### src/rtl/dma_pkg.sv
// -----------------------------------------------------------------------------
// dma_pkg
// Shared types and default constants for the multi-channel DMA controller.
//   ch_state_e  : per-channel state (IDLE / RUN / DRAIN)
//   dma_desc_t  : descriptor (start byte address + length in beats) at the
//                 default widths
//   idx_width() : index width for N items, never smaller than 1
// -----------------------------------------------------------------------------
package dma_pkg;

    localparam int DMA_DEF_NUM_CH     = 4;
    localparam int DMA_DEF_ADDR_W     = 32;
    localparam int DMA_DEF_LEN_W      = 32;
    localparam int DMA_DEF_CFG_LEN_W  = 9;
    localparam int DMA_DEF_MAX_BURST  = 64;
    localparam int DMA_DEF_BEAT_BYTES = 4;

    typedef enum logic [1:0] {
        CH_IDLE  = 2'd0,
        CH_RUN   = 2'd1,
        CH_DRAIN = 2'd2
    } ch_state_e;

    typedef struct packed {
        logic [DMA_DEF_ADDR_W-1:0] addr;
        logic [DMA_DEF_LEN_W-1:0]  len;
    } dma_desc_t;

    function automatic int idx_width(input int n);
        return (n > 1) ? $clog2(n) : 1;
    endfunction

endpackage

### src/rtl/dma_rr_arb.sv
// -----------------------------------------------------------------------------
// dma_rr_arb
// Round-robin arbiter for the shared burst-request port.
// Ports:
//   clk, rst     : clock, asynchronous active-high reset
//   req_i        : one request bit per channel
//   accept_i     : the granted request was accepted this cycle
//   grant_o      : one-hot grant (all zero when no request)
//   grant_idx_o  : binary index of the granted channel
//   ptr_o        : current priority pointer
// The pointer moves to granted+1 only on acceptance. While a grant is
// pending (request present, not accepted) the winner is locked so that a
// newly raised higher-priority request cannot steal an offered burst.
// -----------------------------------------------------------------------------
module dma_rr_arb
    import dma_pkg::*;
#(
    parameter  int N  = 4,
    localparam int IW = idx_width(N)
) (
    input  logic          clk,
    input  logic          rst,
    input  logic [N-1:0]  req_i,
    input  logic          accept_i,
    output logic [N-1:0]  grant_o,
    output logic [IW-1:0] grant_idx_o,
    output logic [IW-1:0] ptr_o
);

    logic [IW-1:0] ptr_q, ptr_d;
    logic          lock_q, lock_d;
    logic [IW-1:0] lock_idx_q, lock_idx_d;
    logic [IW-1:0] pick_idx;
    logic          pick_found;
    logic          any_req;

    assign any_req = |req_i;

    // First requester at or after the pointer, wrapping around.
    always_comb begin
        int c;
        c          = 0;
        pick_found = 1'b0;
        pick_idx   = '0;
        for (int i = 0; i < N; i++) begin
            c = int'(ptr_q) + i;
            if (c >= N) c = c - N;
            if (!pick_found && req_i[c]) begin
                pick_found = 1'b1;
                pick_idx   = IW'(c);
            end
        end
    end

    assign grant_idx_o = lock_q ? lock_idx_q : pick_idx;
    assign grant_o     = any_req ? (N'(1) << grant_idx_o) : '0;
    assign ptr_o       = ptr_q;

    always_comb begin
        ptr_d      = ptr_q;
        lock_d     = 1'b0;
        lock_idx_d = lock_idx_q;
        if (any_req && accept_i) begin
            ptr_d = (grant_idx_o == IW'(N - 1)) ? '0 : grant_idx_o + IW'(1);
        end else if (any_req) begin
            lock_d     = 1'b1;
            lock_idx_d = grant_idx_o;
        end
    end

    always_ff @(posedge clk or posedge rst) begin
        if (rst) begin
            ptr_q      <= '0;
            lock_q     <= 1'b0;
            lock_idx_q <= '0;
        end else begin
            ptr_q      <= ptr_d;
            lock_q     <= lock_d;
            lock_idx_q <= lock_idx_d;
        end
    end

endmodule

### src/rtl/dma_control_mc.sv
// -----------------------------------------------------------------------------
// dma_control_mc
// Multi-channel DMA control: each channel walks a descriptor (byte address,
// length in beats) and issues bursts of at most MAX_BURST beats on one shared
// request port, arbitrated round-robin.
// Ports:
//   clk, rst                 : clock, asynchronous active-high reset
//   ch_desc_valid/addr/len   : per-channel descriptor load (IDLE only)
//   ch_start, ch_abort       : per-channel start / abort strobes
//   ch_cfg_empty             : downstream holds no bursts for the channel
//   ch_done                  : channel is IDLE
//   config_valid/ready       : shared burst request handshake
//   config_ch/len/addr       : granted channel, burst beats, byte address
//   dbg_ch_state, dbg_rr_ptr : channel states and arbiter pointer (debug)
// Handshake: a burst transfers on a cycle where config_valid && config_ready.
// Once config_valid is high, config_* stays unchanged until that happens;
// config_* is zero whenever config_valid is low.
// Build option: define DMA_CTRL_4K_SPLIT_EN to keep every burst within one
// 4 KiB page.
// -----------------------------------------------------------------------------
module dma_control_mc
    import dma_pkg::*;
#(
    parameter  int NUM_CH           = DMA_DEF_NUM_CH,
    parameter  int AXI_ADDR_WIDTH   = DMA_DEF_ADDR_W,
    parameter  int TOP_LEN_WIDTH    = DMA_DEF_LEN_W,
    parameter  int CONFIG_LEN_WIDTH = DMA_DEF_CFG_LEN_W,
    parameter  int MAX_BURST        = DMA_DEF_MAX_BURST,
    parameter  int BEAT_BYTES       = DMA_DEF_BEAT_BYTES,
    localparam int CH_W             = idx_width(NUM_CH)
) (
    input  logic                                   clk,
    input  logic                                   rst,
    input  logic [NUM_CH-1:0]                      ch_desc_valid,
    input  logic [NUM_CH-1:0][AXI_ADDR_WIDTH-1:0]  ch_desc_addr,
    input  logic [NUM_CH-1:0][TOP_LEN_WIDTH-1:0]   ch_desc_len,
    input  logic [NUM_CH-1:0]                      ch_start,
    input  logic [NUM_CH-1:0]                      ch_abort,
    input  logic [NUM_CH-1:0]                      ch_cfg_empty,
    output logic [NUM_CH-1:0]                      ch_done,
    output logic                                   config_valid,
    input  logic                                   config_ready,
    output logic [CH_W-1:0]                        config_ch,
    output logic [CONFIG_LEN_WIDTH-1:0]            config_len,
    output logic [AXI_ADDR_WIDTH-1:0]              config_addr,
    output ch_state_e [NUM_CH-1:0]                 dbg_ch_state,
    output logic [CH_W-1:0]                        dbg_rr_ptr
);

    localparam int BB_SHIFT = $clog2(BEAT_BYTES);
    localparam logic [AXI_ADDR_WIDTH-1:0] ADDR_LOW_MASK = AXI_ADDR_WIDTH'(BEAT_BYTES - 1);

    ch_state_e [NUM_CH-1:0]    state_q;
    logic [AXI_ADDR_WIDTH-1:0] addr_q [NUM_CH];
    logic [TOP_LEN_WIDTH-1:0]  len_q  [NUM_CH];
    logic [NUM_CH-1:0]         abort_pend_q;
    logic [NUM_CH-1:0]         done_q;

    logic [NUM_CH-1:0]         req;
    logic [NUM_CH-1:0]         grant;
    logic [CH_W-1:0]           g_idx;
    logic [AXI_ADDR_WIDTH-1:0] g_addr;
    logic [TOP_LEN_WIDTH-1:0]  g_len;
    logic [TOP_LEN_WIDTH-1:0]  burst_w;
    logic [AXI_ADDR_WIDTH-1:0] addr_inc;
    logic                      accept;

    always_comb begin
        req = '0;
        for (int i = 0; i < NUM_CH; i++) begin
            req[i] = (state_q[i] == CH_RUN) && (len_q[i] != '0);
        end
    end

    dma_rr_arb #(.N(NUM_CH)) u_arb (
        .clk         (clk),
        .rst         (rst),
        .req_i       (req),
        .accept_i    (accept),
        .grant_o     (grant),
        .grant_idx_o (g_idx),
        .ptr_o       (dbg_rr_ptr)
    );

    assign g_addr = addr_q[g_idx];
    assign g_len  = len_q[g_idx];

`ifdef DMA_CTRL_4K_SPLIT_EN
    logic [12:0] page_room;
    logic [12:0] page_beats;
`endif

    // Burst size: remaining length capped at MAX_BURST, optionally also capped
    // at the beats left before the next 4 KiB page.
    always_comb begin
        burst_w = g_len;
        if (g_len > TOP_LEN_WIDTH'(MAX_BURST)) begin
            burst_w = TOP_LEN_WIDTH'(MAX_BURST);
        end
`ifdef DMA_CTRL_4K_SPLIT_EN
        page_room  = 13'd4096 - {1'b0, g_addr[11:0]};
        page_beats = page_room >> BB_SHIFT;
        if (TOP_LEN_WIDTH'(page_beats) < burst_w) begin
            burst_w = TOP_LEN_WIDTH'(page_beats);
        end
`endif
    end

    assign addr_inc     = AXI_ADDR_WIDTH'(burst_w) << BB_SHIFT;
    assign config_valid = |req;
    assign accept       = config_valid && config_ready;
    assign config_ch    = config_valid ? g_idx : '0;
    assign config_len   = config_valid ? CONFIG_LEN_WIDTH'(burst_w) : '0;
    assign config_addr  = config_valid ? g_addr : '0;
    assign ch_done      = done_q;
    assign dbg_ch_state = state_q;

    // Per-channel FSMs. ch_done is registered alongside the state.
    always_ff @(posedge clk or posedge rst) begin
        if (rst) begin
            for (int i = 0; i < NUM_CH; i++) begin
                state_q[i] <= CH_IDLE;
                addr_q[i]  <= '0;
                len_q[i]   <= '0;
            end
            abort_pend_q <= '0;
            done_q       <= '1;
        end else begin
            for (int i = 0; i < NUM_CH; i++) begin
                case (state_q[i])
                    CH_IDLE: begin
                        // A load takes precedence over a same-cycle start.
                        if (ch_desc_valid[i]) begin
                            addr_q[i] <= ch_desc_addr[i] & ~ADDR_LOW_MASK;
                            len_q[i]  <= ch_desc_len[i];
                        end else if (ch_start[i]) begin
                            state_q[i] <= CH_RUN;
                            done_q[i]  <= 1'b0;
                        end
                    end
                    CH_RUN: begin
                        if (accept && grant[i]) begin
                            addr_q[i] <= addr_q[i] + addr_inc;
                            if (ch_abort[i] || abort_pend_q[i]) begin
                                len_q[i]        <= '0;
                                abort_pend_q[i] <= 1'b0;
                                state_q[i]      <= CH_DRAIN;
                            end else begin
                                len_q[i] <= len_q[i] - burst_w;
                            end
                        end else if (len_q[i] == '0) begin
                            state_q[i] <= CH_DRAIN;
                        end else if (ch_abort[i]) begin
                            // An offered burst must complete; remember the abort.
                            if (grant[i]) begin
                                abort_pend_q[i] <= 1'b1;
                            end else begin
                                len_q[i]   <= '0;
                                state_q[i] <= CH_DRAIN;
                            end
                        end
                    end
                    CH_DRAIN: begin
                        abort_pend_q[i] <= 1'b0;
                        if (ch_cfg_empty[i]) begin
                            state_q[i] <= CH_IDLE;
                            done_q[i]  <= 1'b1;
                        end
                    end
                    default: begin
                        state_q[i] <= CH_IDLE;
                        done_q[i]  <= 1'b1;
                    end
                endcase
            end
        end
    end

endmodule

### config.mk
export PLATFORM = sky130hd
export DESIGN_NAME = dma_control_mc
export DESIGN_NICKNAME = d
export VERILOG_FILES = /design/src/rtl/dma_pkg.sv /design/src/rtl/dma_rr_arb.sv /design/src/rtl/dma_control_mc.sv
export SDC_FILE = /design/constraint.sdc
export NUM_CORES = 1
export LEC_CHECK = 0
export ABC_AREA = 1
export CORE_AREA = 4 4 269 192
export CTS_BUF_LIST = sky130_fd_sc_hd__clkbuf_8
export DETAILED_ROUTE_END_ITERATION = 6
export DIE_AREA = 0 0 273 196
export PLACE_DENSITY = 0.78
export RECOVER_POWER = 50
export SKIP_LAST_GASP = 1
export SYNTH_ARGS = -nofsm -noshare
export SYNTH_HDL_FRONTEND = slang
export SYNTH_SLANG_ARGS = --single-unit
### constraint.sdc
create_clock -name clk -period 11.1 [get_ports clk]
set_input_delay 1.665 -clock clk [delete_from_list [all_inputs] [get_ports clk]]
set_output_delay 1.665 -clock clk [all_outputs]
set_load 0.01 [all_outputs]
After elaboration in Yosys (flattened, before gate mapping):

Index checks and enable logic that the tools add are counted.

* $add $sub $neg: 16
* magnitude comparators: 10
* eq/ne operators: 57
* shift-type cells: 1
* multiplexer cells: 154
* bitwise logic cells: 6
* reduce and logical (&&, ||, !) cells: 62

Operators with widths (number)
* $mux W32: 42
* $pmux W32 S2: 8
* $add A32 B32 Y32: 4
* $bmux W32 S2: 2
* $logic_not A32 Y1: 4
* $lt A32 B4 Y1 const B: 4
* $reduce_bool A32 Y1: 4
* $sub A32 B32 Y32: 4
* $ge A32 B4 Y1 const B: 3
* $sub A32 B4 Y32 const B: 3
* $mux W2: 39
* $ne A3 B2 Y1 const B: 16
* $mux W1: 45
* $reduce_and A5 Y1: 8
* $gt A32 B7 Y1 const B: 1
* $ne A2 B2 Y1 const B: 16
* $ne A4 B2 Y1 const B: 8
* $pmux W2 S3: 4
* $reduce_and A6 Y1: 4
* $reduce_and A4 Y1: 4
* $reduce_bool A2 Y1: 8
* $logic_and A1 B1 Y1: 13
* $ne A3 B3 Y1 const B: 4
* $pmux W1 S3: 4
* 22 further kinds: 54

* register bits: 277
* input port bits: 275
* output and inout bits: 58
* logic and storage cells: 329

Logic depth before layout (Yosys ltp):

Gate-level depths: netlist (run 1).

* word-level depth: 26
* gate-level depth with buffers: 44
* mapped depth without buffers: 44

Modules after synthesis:

Synthesis (run 1) repeated with hierarchy kept, for this count alone.

* cell total of the unflattened synthesis: 5466
* area total of the unflattened synthesis: 31929.4 sq um

Modules (own cells, without submodules)
* dma_control_mc: times used 1, cells an instance 5359, area an instance 31280.0 sq um, seq. area each 6611.3 sq um
* dma_rr_arb: times used 1, cells an instance 107, area an instance 649.4 sq um, seq. area each 125.1 sq um

Worst setup path after synthesis (run 1):

Ideal clock, no wire load.

* path type: register to register
* from: reg state_q (netlist bit dbg_ch_state[1])
* to: reg addr_q[61] in the netlist's numbering
* library setup time: 132 ps
* data arrival time: 5106 ps
* data required time: 10968 ps
* slack: 5861 ps
* cell stages (with the launch flop): 37
* path buffers: 2
* period minus slack after synthesis: 5239 ps
* cell sequence: dfrtp_1 > inv_1 > ha_1 > clkbuf_1 > nand3_1 > nand3_1 > nand2_2 > nand2_1 > nor2_2 > nand2_1 > nand4_1 > nand2_2 > buf_1 > nand3_1 > nand2_1 > nand2_1 > nor2_1 > nand2_1 > nor2_4 > nand4_2 > inv_1 > ha_1 > nand3_1 > nand2_1 > a21oi_1 > inv_1 > nand2_1 > nand2_1 > a21boi_0 > o21ai_0 > a21oi_1 > o21ai_0 > a21oi_1 > o21ai_0 > xor2_1 > nor2_1 > o22ai_1

* longest elaborated chain between the ends: 25
* elaborated cells between the ends (all ways): 44
* classes of those cells: add/sub (1); order compare (1); eq/ne (2); shift (1); mux (27); bitwise (1); reduce/logical (11)

RTL lines
* from (decl): RTL line dma_control_mc.sv:53 `ch_state_e [NUM_CH-1:0] state_q;`
* from (signal, indexed assignment): RTL line dma_control_mc.sv:122 `state_q[i] <= CH_IDLE;`
* from (signal, indexed assignment): RTL line dma_control_mc.sv:137 `state_q[i] <= CH_RUN;`
* from (signal, indexed assignment): RTL line dma_control_mc.sv:147 `state_q[i] <= CH_DRAIN;`
* $eq A2 B1 Y1 (*): RTL line dma_control_mc.sv:71 `req[i] = (state_q[i] == CH_RUN) && (len_q[i] != '0);`
* $logic_and A1 B1 Y1 (*): RTL line dma_control_mc.sv:71
* $bmux W1 S2: RTL line dma_rr_arb.sv:48 `if (!pick_found && req_i[c]) begin`
* $mux W1 (not written as such) (2 in a row): RTL line dma_rr_arb.sv:48
* $mux W1: RTL line dma_rr_arb.sv:48
* $logic_not A1 Y1: RTL line dma_rr_arb.sv:48
* $logic_and A1 B1 Y1: RTL line dma_rr_arb.sv:48
* $mux W1: RTL line dma_rr_arb.sv:48
* [7 not listed]
* $not A2 Y3 (not written as such): RTL line dma_control_mc.sv:86 `assign g_len = len_q[g_idx];`
* $bmux W32 S2: RTL line dma_control_mc.sv:86
* $mux W32 (not written as such) (2 in a row): RTL line dma_control_mc.sv:86
* $gt A32 B7 Y1: RTL line dma_control_mc.sv:97 `if (g_len > TOP_LEN_WIDTH'(MAX_BURST)) begin`
* $mux W32: RTL line dma_control_mc.sv:97
* $add A32 B32 Y32: RTL line dma_control_mc.sv:143 `addr_q[i] <= addr_q[i] + addr_inc;`
* $mux W32: RTL line dma_control_mc.sv:142 `if (accept && grant[i]) begin`
* $pmux W32 S2: RTL line dma_control_mc.sv:130 `case (state_q[i])`
* to (signal, indexed assignment): RTL line dma_control_mc.sv:134 `addr_q[i] <= ch_desc_addr[i] & ~ADDR_LOW_MASK;`
* to (signal, indexed assignment): RTL line dma_control_mc.sv:143
* to (decl): RTL line dma_control_mc.sv:54 `logic [AXI_ADDR_WIDTH-1:0] addr_q [NUM_CH];`

Every way passes the cells marked *; elsewhere a longest branch is shown, timed or not. The select of a mux whose other input is x is not followed.
A chain may end at the register's enable or synchronous reset.

Worst setup path after layout (run 1):

* from: reg state_q (netlist bit dbg_ch_state[7])
* to: reg addr_q[61] in the netlist's numbering

Same word-level chain as after synthesis.

==> qor.yml, run 1 <==
status:
  status: "finished, violations left"
  violations: "max-capacitance violations, max-slew violations"
final_layout:
  layout-drive-gt1-share_pct: 4.561
  fin_util_pct: 65.38
  nNetsFinal: 4921
  area_growth_pct: 20.04
sta:
  worstMarginPinSlew_ns: 4.060
  period_share_pct: 81.23
  finalCriticalPeriod_ns: 9.016
  setup_violations: 0
  clock.fmax_mhz: 110.9
  hold_viol: 0
  skew_ns: 0.04102
  rsz0062_at_grt: "false"
  slew_headroom_pct: -170.6
  maxSlewViolCount: 369
  timing.setup.tns_ns: 0
pwr:
  peakVddDrop_mv: 0.4824
  seq_power_share_pct: 18.4
  pwr-share-comb_pct: 72.3
  p_sw_share_pct: 56.55
  power_density_mw_per_mm2: 350.0
  switchingPower_uw: 6331
  clock_power_share_pct: 9.3
  p_leak_uw: 0.01531
  internal_power_uw: 4865
placement:
  io_buffers: 320
  place_congestion: 0.9898
  dpl.hpwl_mm: 72.46
logic_synthesis:
  avgSynthCellArea_um2: 6.838
  synth_xor_area_share_pct: 3.123
  synth_seq_cells: 269
  yosys-mux-area-fraction_pct: 0.1127
  async_flop_share_pct: 100.0
  synth_edf_count: 0
  yosys_warnings: 0
  netlist_instances: 3897
  post-synth-top-count-cell: "nand2_1"
  synth_compound_area_share_pct: 26.26
  synth_cell_types: 56
  ys_seq_area_share_pct: 25.28
  synth_top_family_by_area: "compound AO/OA/AOI/OAI gates"
  synth_flop_cell: "dfrtp_1"
  synthAdderAreaFrac_pct: 14.31
  syn_area_mm2: 0.02665
  yosys-top-cells-area: "dfrtp_1 25%, ha_1 14%, nand2_1 11%"
  synth-simple-area-share_pct: 23.45
  post-synth-top-area-cell: "dfrtp_1"
  synthTopCellsByCount: "785 x nand2_1, 541 x a21oi_1, 395 x o21ai_0"
  synth_top_cell_area_share_pct: 24.89
clock_tree:
  cts_tree: "yes"
  clk_pin_slew_worst_paths_ns: 0.07
  cts_buffer_depth: 3
  clk_latency_ns: 0.67
  htreeDepth: 2
  postCtsSetupBuffers: 0
  cts_resized: 0
  cts_root_buf: "clkbuf_8"
  clock_sinks: 269
  hold_buffers: 0
  cts_made_buffers: 49
hold_path:
  min_path_type: "flop to flop"
floorplanning:
  die-area_mm2: 0.05351
  coreArea_mm2: 0.04892
  boundaryPins: 333
  num_rows: 68
  start_util_pct: 54.47
  dieWidth_um: 273
  dieHeight_um: 196
worst_setup_path:
  critPathMaxFanout: 68
  endpoint_kind: "flop"
  crit_type: "flop to flop"
  cp_common_cell: "nand2_1"
  crit_arrival_ns: 9.55
  r2r_slack_ns: 2.08
  required_ns: 11.63
  slowest_delay_ns: 1.38
  critPathLaunchType: "flop"
  crit_path_top_delay_cell: "ha_1"
global_route:
  grt_first_pass_wirelength_mm: 146.3
  grt_use_total_pct: 34.30
  grt_pass1_vias: 26160
  antenna_found_initial: 7
  grt_max_degree: 82
  grt_overflow: 0
route:
  drtPass1Iterations: 6
  wl_per_cell_um: 18.76
  finalWirelength_mm: 94.86
  first_iter_violations: 3342
  route.detailed.drc: 0
  route.vias.total: 29410
  ant_nets: 0
  viasPerCell: 5.817
run:
  drv_cap: 6
==> final timing paths <==
check / startpoint / end / depth (start not counted)
worst min register to register: abort_pend_q[3] / abort_pend_q[3] / 2
min in group asynchronous: rst / addr_q[121] / 2
worst max-delay path: dbg_ch_state[7] / addr_q[61] / 37
worst min-delay path: abort_pend_q[3] / abort_pend_q[3] / 2
worst max register to register: dbg_ch_state[7] / addr_q[61] / 37
max in group asynchronous: rst / addr_q[20] / 3
==> flip-flops by register name (all words and copies together), names as in the netlist <==
name / flops
len_q: 128
addr_q: 120
dbg_ch_state: 8
abort_pend_q: 4
ch_done: 4
u_arb.lock_idx_q: 2
u_arb.ptr_o: 2
u_arb.lock_q: 1
==> per-layer routing <==
layer | vias up | GRT usage (%) | wire, µm
li1 | 14290 | - | -
met3 | 174 | 9.304 | 11760
met1 | 13540 | 54.03 | 44760
met2 | 1415 | 44.37 | 35270
met4 | 2 | 10.86 | 3053
met5 | - | 0 | 12
==> layout by cell type (no fill, tap or decap), types with 40 or more instances in the layout <==
cell / netlist / layout
xor2_1: 51 / 51
inv_1: 298 / 310
a22oi_1: 60 / 60
conb_1: 2 / 208
dfrtp_1: 265 / 265
ha_1: 292 / 291
a31oi_1: 40 / 40
xnor2_1: 44 / 44
nand2_1: 785 / 784
a21oi_1: 541 / 541
nand3_1: 266 / 263
clkbuf_8: 0 / 69
o21ai_0: 395 / 395
inv_2: 41 / 43
nor2_1: 290 / 290
clkdlybuf4s50_1: 0 / 303
==> per-stage QoR <==
stage | instances | setup slack, ns | instance area [µm²] | total power (µW) | hold slack, ns
floorplan | 4103 | 2.031 | 27420 | 7557 | 0.4524
global placement | 4960 | 3.252 | 30970 | 9729 | 0.4695
detailed placement | 4960 | 3.161 | 30970 | 9848 | 0.4694
CTS | 5050 | 3.087 | 32010 | 10930 | 0.4852
global route | 5056 | 1.396 | 31990 | 12180 | 0.5078
finish | 5056 | 2.084 | 31990 | 11200 | 0.4918
==> final cells by class <==
type,instances,area [µm²]
multi-input cells,3339,18710
fillers,4583,16940
flip-flops and latches,269,6736
repair buffers,345,3372
inverters,342,1285
clock buffers,69,949.7
well taps,665,832.0
clock inverters,21,88.84
diodes,6,15.01
==> critical path, delay by kind of cell (launching register included) <==
| kind | cells | cell delay [ns] |
|---|---|---|
| AOI/OAI and AO/OA | 8 | 1.88 |
| and+or+nand+nor | 21 | 2.84 |
| DFF | 1 | 0.39 |
| adders and majority gates | 2 | 1.75 |
| buffers and inverters | 5 | 1.84 |
| xor gates and xnor gates | 1 | 0.15 |
==> power groups by stage <==
stage / Clock (µW) / Combinational, µW / Sequential, µW
after floorplan: 0 / 5710 / 1850
after global placement: 0 / 7700 / 2030
after detailed placement: 0 / 7800 / 2040
after CTS: 1050 / 7840 / 2030
after global routing: 1090 / 8970 / 2110
final: 1040 / 8090 / 2060
==> kinds of logic after synthesis <==
logic type               count (synthesis)
XOR/XNOR                                95
other                                    2
flip-flops                             269
AND/OR/NAND/NOR                       1478
adder cells (fa/ha/maj)                300
multiplexers                             3
AO/OA/AOI/OAI                         1255
buffers and inverters                  495
(Power assumes the default switching activity.)
==> inputs of run 2 (changes only) <==
clock period = 8.8 ns   (was 11.1 ns; I/O delays follow)
==> run 2 against run 1 <==
The flow still finishes with violations (max-capacitance violations, max-slew violations). Critical endpoint unchanged. Design area fell by 0.10%. Routed wire length increased by 0.84%. Critical path depth grew 1. Worst hold slack got worse by 0.00065 ns.
==> qor.yml, run 2 (same netlist as run 1, synthesis figures left out) <==
status:
  status: "finished, violations left"
  violations: "max-capacitance violations, max-slew violations"
pwr:
  switchingPower_uw: 8066
  clock_power_share_pct: 8.9
  power_density_mw_per_mm2: 444.2
  p_leak_uw: 0.01529
  internal_power_uw: 6127
  power.total_uw: 14190
  pwr-share-comb_pct: 73.0
  peakVddDrop_mv: 0.3702
  seq_power_share_pct: 18.1
  p_sw_share_pct: 56.83
floorplanning:
  dieWidth_um: 273
  num_rows: 68
  boundaryPins: 333
  start_util_pct: 54.47
  coreArea_mm2: 0.04892
  dieHeight_um: 196
  die-area_mm2: 0.05351
worst_setup_path:
  required_ns: 9.32
  slowest_delay_ns: 0.64
  critPathLaunchType: "flop"
  crit_type: "flop to flop"
  critPathMaxFanout: 65
  crit_arrival_ns: 8.24
  cp_common_cell: "nand2_1"
  endpoint_kind: "flop"
  crit_path_top_delay_cell: "inv_1"
final_layout:
  nNetsFinal: 4922
  final_cell_mix: "784 x nand2_1, 541 x a21oi_1, 395 x o21ai_0"
  area_growth_pct: 19.91
  largest-register: "len_q"
  largest_reg_flops: 128
  layout_commonest_cell: "nand2_1"
  fin_util_pct: 65.31
  layout-drive-gt1-share_pct: 4.521
  nFillCells: 4521
  fin_area_mm2: 0.03195
route:
  finalWirelength_mm: 95.65
  drtPass1Iterations: 6
  route.detailed.drc: 0
  route.vias.total: 29240
  wl_per_cell_um: 18.94
  ant_nets: 0
  first_iter_violations: 3366
  viasPerCell: 5.791
clock_tree:
  postCtsSetupBuffers: 0
  clock_sinks: 269
  clk_pin_slew_worst_paths_ns: 0.06
  hold_buffers: 0
  cts_root_buf: "clkbuf_8"
  clk_latency_ns: 0.65
  cts_buffer_depth: 3
  cts_tree: "yes"
  htreeDepth: 2
  cts_made_buffers: 48
  cts_resized: 0
sta:
  hold_viol: 0
  slew_headroom_pct: -267.5
  clock.fmax_mhz: 129.4
  hold_slack_ns: 0.4911
  skew_ns: 0.03694
  maxSlewViolCount: 490
  finalCriticalPeriod_ns: 7.725
  rsz0062_at_grt: "false"
  setup_violations: 0
  period_share_pct: 87.78
  worstMarginPinSlew_ns: 5.482
  timing.setup.tns_ns: 0
hold_path:
  min_path_type: "flop to flop"
global_route:
  grt_pass1_vias: 25610
  grt_use_total_pct: 34.29
  antenna_found_initial: 8
  grt_max_degree: 157
  grt_first_pass_wirelength_mm: 145.7
  grt_overflow: 0
placement:
  io_buffers: 320
  place_congestion: 0.9865
  dpl.hpwl_mm: 72.70
  place_area_mm2: 0.03100
run:
  drv_cap: 6
-- run 2: area by class of cell --
cell class,count,area (µm²),share of cell area (%)
multi-input combinational,3339,18720,58.60
timing repair buffer,347,3391,10.61
antenna,5,12.51,0.03916
inverter,342,1285,4.021
clock buffer,65,894.6,2.800
sequential,269,6736,21.08
tap,665,832.0,2.604
clock inverter,18,77.57,0.2428
-- run 2: power groups by stage --
| stage | Combinational, µW | Sequential, µW | Clock, µW |
|---|---|---|---|
| 5_1_grt | 11400 | 2640 | 1330 |
| 6_report | 10400 | 2570 | 1260 |
| 3_3_place_gp | 9830 | 2540 | 0 |
| 4_1_cts | 10000 | 2540 | 1270 |
| 2_1_floorplan | 7200 | 2330 | 0 |
| 3_5_place_dp | 9960 | 2550 | 0 |
-- run 2: metal layers --
| layer | vias to the layer above | part of all wire [%] | global-route usage, % |
|---|---|---|---|
| met2 | 1406 | 38 | 44.70 |
| met3 | 160 | 13 | 10.83 |
| met1 | 13390 | 47 | 53.43 |
| met5 | - | 0.020 | 0 |
| met4 | 4 | 2.7 | 9.268 |
| li1 | 14290 | - | - |
-- run 2: final timing paths --
path / start / to / slack (ns) / cells after the start
min: abort_pend_q[1] / abort_pend_q[1] / 0.49 / 2
max in group asynchronous: rst / len_q[24] / 1.76 / 3
min reg2reg: abort_pend_q[1] / abort_pend_q[1] / 0.49 / 2
min in group asynchronous: rst / addr_q[115] / 2.84 / 2
max: dbg_ch_state[5] / addr_q[61] / 1.07 / 38
max reg2reg: dbg_ch_state[5] / addr_q[61] / 1.07 / 38
-- run 2: critical path, delay by kind of cell (launching register included) --
| family | cells | cell delay, ns |
|---|---|---|
| simple gates | 21 | 2.70 |
| compound gates | 8 | 1.90 |
| buf+inv | 6 | 1.77 |
| fa+ha+maj | 2 | 0.64 |
| flops | 1 | 0.39 |
| xor+xnor | 1 | 0.16 |
-- run 2: per-stage QoR --
stage / worst slack (ns) / instances
finish: 1.075 / 5050
global placement: 1.569 / 4962
global route: 0.5458 / 5050
floorplan: 0.07630 / 4103
CTS: 1.352 / 5045
detailed placement: 1.369 / 4962
